==> config.mk <==
export PLATFORM = sky130hd
export DESIGN_NAME = rr_arb_mux_flat
export DESIGN_NICKNAME = d
export VERILOG_FILES = /design/src/rtl/rr_arb_mux_if.sv /design/src/rtl/rr_arb_mux.sv /design/src/flat_wrapper.sv
export SDC_FILE = /design/constraint.sdc
export NUM_CORES = 1
export LEC_CHECK = 0
export BUFFER_PORTS_ARGS = -buffer_cell sky130_fd_sc_hd__buf_4
export CORE_AREA = 2 2 231 233
export DETAILED_ROUTE_END_ITERATION = 6
export DIE_AREA = 0 0 233 235
export PLACE_DENSITY_LB_ADDON = 0.1
export SETUP_SLACK_MARGIN = 0.2
export SYNTH_ARGS = -nofsm -noshare
export SYNTH_HDL_FRONTEND = slang
export SYNTH_SLANG_ARGS = --single-unit
export TNS_END_PERCENT = 100
==> constraint.sdc <==
create_clock -name clk -period 16.68 [get_ports clk]
set_input_delay 3.336 -clock clk [delete_from_list [all_inputs] [get_ports clk]]
set_output_delay 3.336 -clock clk [all_outputs]
set_load 0.05 [all_outputs]
==> src/rtl/rr_arb_mux_if.sv <==
// rtl/rr_arb_mux_if.sv - channel-side and output-side handshake bundle for rr_arb_mux
interface rr_arb_mux_if #(
  parameter int N = 32,
  parameter int M = 16,
  localparam int SEL_W = $clog2(M)
);
  logic [M-1:0]     in_valid;
  logic [M-1:0]     in_ready;
  logic [M*N-1:0]   in_data;
  logic             out_valid;
  logic             out_ready;
  logic [N-1:0]     out_data;
  logic [SEL_W-1:0] out_sel;

  modport master (
    output in_valid, in_data, out_ready,
    input  in_ready, out_valid, out_data, out_sel
  );

  modport slave (
    input  in_valid, in_data, out_ready,
    output in_ready, out_valid, out_data, out_sel
  );
endinterface

==> src/rtl/rr_arb_mux.sv <==
// rtl/rr_arb_mux.sv - M:1 channel mux with fixed-select or round-robin grant into one output register
module rr_arb_mux #(
  parameter int N = 32,
  parameter int M = 16,
  localparam int SEL_W = $clog2(M)
) (
  input  logic             clk,
  input  logic             rst,
  rr_arb_mux_if.slave      bus,
  input  logic             mode,
  input  logic [SEL_W-1:0] s
);

  logic [SEL_W-1:0] rr_ptr;
  logic [SEL_W-1:0] g;
  logic [N-1:0]     g_data;
  logic             grant;
  logic             load_en;
  logic [M-1:0]     in_ready_c;

  assign load_en = !bus.out_valid || bus.out_ready;

  // Round-robin scans rr_ptr..M-1 first; if nothing there, any valid channel is below rr_ptr.
  always_comb begin
    grant = 1'b0;
    g     = '0;
    if (!mode) begin
      for (int i = 0; i < M; i++) begin
        if (s == SEL_W'(i) && bus.in_valid[i]) begin
          grant = 1'b1;
          g     = SEL_W'(i);
        end
      end
    end else begin
      for (int i = 0; i < M; i++) begin
        if (!grant && SEL_W'(i) >= rr_ptr && bus.in_valid[i]) begin
          grant = 1'b1;
          g     = SEL_W'(i);
        end
      end
      for (int i = 0; i < M; i++) begin
        if (!grant && bus.in_valid[i]) begin
          grant = 1'b1;
          g     = SEL_W'(i);
        end
      end
    end
  end

  always_comb begin
    g_data     = '0;
    in_ready_c = '0;
    for (int i = 0; i < M; i++) begin
      if (g == SEL_W'(i)) begin
        g_data        = bus.in_data[i*N +: N];
        in_ready_c[i] = !rst && load_en && grant;
      end
    end
  end

  assign bus.in_ready = in_ready_c;

  always_ff @(posedge clk) begin
    if (rst) begin
      bus.out_valid <= 1'b0;
      bus.out_data  <= '0;
      bus.out_sel   <= '0;
      rr_ptr        <= '0;
    end else if (load_en) begin
      if (grant) begin
        bus.out_valid <= 1'b1;
        bus.out_data  <= g_data;
        bus.out_sel   <= g;
        if (mode) begin
          rr_ptr <= (g == SEL_W'(M-1)) ? '0 : g + 1'b1;
        end
      end else begin
        bus.out_valid <= 1'b0;
      end
    end
  end

endmodule

==> src/flat_wrapper.sv <==
// flat-port wrapper written by rule: the top's interface ports become plain ports
module rr_arb_mux_flat 
#(
  parameter int N = 32,
  parameter int M = 16,
  localparam int SEL_W = $clog2(M)
)
  (clk, rst, mode, s, bus_in_valid, bus_in_data, bus_out_ready, bus_in_ready, bus_out_valid, bus_out_data, bus_out_sel);
  rr_arb_mux_if #(.N(N), .M(M)) bus_i ();
  input  logic clk;
  input  logic rst;
  input  logic mode;
  input  logic [SEL_W-1:0] s;
  input wire logic [$bits(bus_i.in_valid)-1:0] bus_in_valid;
  input wire logic [$bits(bus_i.in_data)-1:0] bus_in_data;
  input wire logic [$bits(bus_i.out_ready)-1:0] bus_out_ready;
  output wire logic [$bits(bus_i.in_ready)-1:0] bus_in_ready;
  output wire logic [$bits(bus_i.out_valid)-1:0] bus_out_valid;
  output wire logic [$bits(bus_i.out_data)-1:0] bus_out_data;
  output wire logic [$bits(bus_i.out_sel)-1:0] bus_out_sel;
  assign bus_i.in_valid = bus_in_valid;
  assign bus_i.in_data = bus_in_data;
  assign bus_i.out_ready = bus_out_ready;
  assign bus_in_ready = bus_i.in_ready;
  assign bus_out_valid = bus_i.out_valid;
  assign bus_out_data = bus_i.out_data;
  assign bus_out_sel = bus_i.out_sel;
  rr_arb_mux #(.N(N), .M(M)) u_core (.clk(clk), .rst(rst), .bus(bus_i), .mode(mode), .s(s));
endmodule
==> metrics.cfg <==
[outcome]
status = completed

[sta]
finalSetupTns_ns = 0
setup_viol = 0
hold_viol = 0
period_needed_ns = 11.22
grt_setup_unrepaired = no
tightestPinTransition_ns = 1.158
skew_ns = 0.009726
period_share_pct = 67.29
fmax_ghz = 0.08909
slew_viol_final = 0
relSlewSlack_pct = 22.80

[detailed_routing]
vias = 12220
drt_pre_antenna_iters = 5
via_per_inst = 5.092
wl_per_cell_um = 27.31
wl_um = 65530
drtAntennaViolNets = 0
drc = 0
drt_iter0_markers = 985

[global_routing]
first_global_vias = 12200
grt_max_degree = 90
antenna_found_initial = 12
grt_use_total_pct = 22.76
grt_first_pass_wirelength_um = 90670
grt_overflow_total = 0

[synth]
synth_flop_cell = dfxtp_1
synth_edf_count = 0
syn_nets = 1742
yosysUniqueCellTypes = 68
synth_area_sq_um = 7591
ys_seq_area_share_pct = 10.81
netlist_instances = 1204
syn_area_per_cell_sq_um = 6.305
ys_ff_latch = 41
async_flop_share_pct = 0
yosysWarnings = 0

[die]
core_area_sq_um = 52240
die_h_um = 235
start_util_pct = 14.53
die-area_sq_um = 54760
pin_count = 589
rows = 84
die_x_um = 233

[setup_path]
required_ns = 13.34
cp-endpoint = bus_in_ready[2]
worstRegToRegCells = 17
timing.reg2reg.setup_slack_ns = 10.00
worstSetupEndpointType = output port
cp-startpoint = bus_in_valid[7]
r2r-start = u_core.rr_ptr[1]$_SDFFE_PP0P_
reg2reg_to = u_core.bus.out_data[27]$_SDFFE_PP0P_
startpoint_type = primary input
arrival_ns = 7.89
worstSetupPathType = in -> out
crit_fanout = 60

[clocking]
cts_tree = done
clock_path_buffers = 2
cts_resized = 0
clk_pin_slew_ns = 0.07
cts_hold_buf = 0
post-cts-setup-buffers = 0
cts_made_buffers = 5
cts_root_buf = clkbuf_16
clk_latency_ns = 0.30
cts-htree-levels = 2
cts.sink_count = 41

[min_path]
hold_class = reg -> reg
min_from = u_core.bus.out_sel[0]$_SDFFE_PP0P_

[finish]
final_common_cell = buf_4
regArea_sq_um = 820.8
most-common-layout-cells = buf_4, nand2_1, nor2_1
fin_util_pct = 24.60
multiInputGateArea_sq_um = 6233
n_fill_cell = 5924
area_growth_pct = 69.26
drive_above_1_share_pct = 39.31
nets = 2245

[power_and_ir_drop]
leakage_nw = 5.359
power.density_nw_per_um2 = 69.62
max-vdd-ir-drop_uv = 31.85

[job]
cap_violations = 0

[place]
place_congestion = 0.9206
port_buffers = 588
dp_hpwl_um = 53660

## cells by family after synthesis
logic type / Yosys count / share of synthesized area [%]
simple gates: 508 / 33.43
compound gates: 486 / 45.54
buf+inv: 155 / 8.291
flops: 41 / 10.81
mux: 12 / 1.599
fa+ha+maj: 2 / 0.3296
## metrics by stage
| step | power [mW] | setup WS, ns | cells | hold slack, ns | area [sq um] |
|---|---|---|---|---|---|
| CTS | 0.9002 | 5.449 | 2395 | 0.4617 | 12840 |
| global placement | 0.7946 | 5.424 | 2388 | 0.4542 | 12690 |
| detailed placement | 0.7950 | 5.463 | 2388 | 0.4523 | 12690 |
| global route | 0.9523 | 5.014 | 2398 | 0.5124 | 12840 |
| finish | 0.8945 | 5.455 | 2400 | 0.4596 | 12850 |
| floorplan | 0.4734 | 5.873 | 1204 | 0.5930 | 7591 |
## how the worst min path moves through the flow
stage	endpoint	depth (start not counted)	slack (ns)
final	u_core.bus.out_sel[0]$_SDFFE_PP0P_	2	0.46
after detailed placement	u_core.bus.out_sel[0]$_SDFFE_PP0P_	2	0.45
after global placement	u_core.bus.out_sel[0]$_SDFFE_PP0P_	2	0.45
after global routing	u_core.bus.out_sel[1]$_SDFFE_PP0P_	2	0.51
after floorplan	u_core.rr_ptr[3]$_SDFFE_PP0P_	2	0.59
after CTS	u_core.bus.out_sel[0]$_SDFFE_PP0P_	2	0.46
## power by group
part	total, mW	switching, mW	internal [mW]
sequential	0.134	0.0167	0.117
combinational	0.658	0.421	0.237
clock	0.103	0.0439	0.0589
## layout make-up
cell class	count	area share, %
inverter	30	0.8764
clock inverter	1	0.05843
timing repair buffer	621	36.28
tap	688	6.700
sequential	41	6.388
multi-input combinational	1008	48.51
antenna	5	0.09738
clock buffer	6	1.081
## worst max-delay path, cell delays in order
cell and delay, ns:
buf_4 0.14, nor4_1 0.40, nand4_1 0.21, or4_1 0.51, o31a_1 0.34, o211ai_1 0.18
nand2_2 0.11, buf_4 0.28, inv_2 0.08, buf_4 0.54, ha_2 0.32, buf_4 0.47
inv_2 0.04, buf_4 0.32, nor3_1 0.27, buf_4 0.24
## Yosys cell counts (all sizes together) (3+ instances only)
cell type / count / area (sq um)
nand2: 140 / 525.5
nor2: 93 / 351.6
clkbuf: 92 / 345.3
a21oi: 84 / 420.4
nor3: 79 / 410.4
o21ai: 77 / 385.4
a221oi: 46 / 402.9
nand2b: 45 / 281.5
dfxtp: 41 / 820.8
nand3: 39 / 195.2
a31oi: 36 / 225.2
o211ai: 34 / 255.2
buf: 33 / 171.4
o21a: 32 / 240.2
inv: 28 / 105.1
a311oi: 24 / 210.2
or3: 22 / 137.6
nor4: 21 / 146.4
o221ai: 21 / 183.9
o22ai: 20 / 125.1
a31o: 16 / 140.1
nand4: 15 / 93.84
or4: 15 / 112.6
a211oi: 14 / 105.1
a211o: 12 / 105.1
and4: 12 / 105.1
mux2i: 11 / 110.1
o311ai: 11 / 96.35
and3: 10 / 62.56
a222oi: 9 / 90.09
o41ai: 9 / 86.34
a22oi: 8 / 73.82
a32oi: 7 / 61.31
nor2b: 5 / 31.28
a21o: 4 / 30.03
a2bb2oi: 4 / 35.03
o31ai: 4 / 30.03
or2: 4 / 25.03
a2111oi: 3 / 57.56
and2: 3 / 18.77
## layer usage
layer,vias to the layer above,GRT usage [%],part of all wire [%]
met5,-,0,0.089
met4,8,3.783,1.7
met3,64,5.255,8.0
met2,572,37.01,45
met1,5865,30.83,45
li1,5712,-,-
## registers in the layout (all words and copies together) (netlist names)
register and flops:
u_core.bus.out_sel 4, u_core.bus.out_valid 1, u_core.bus.out_data 32, u_core.rr_ptr 4
Power figures use the tool's default switching activity.
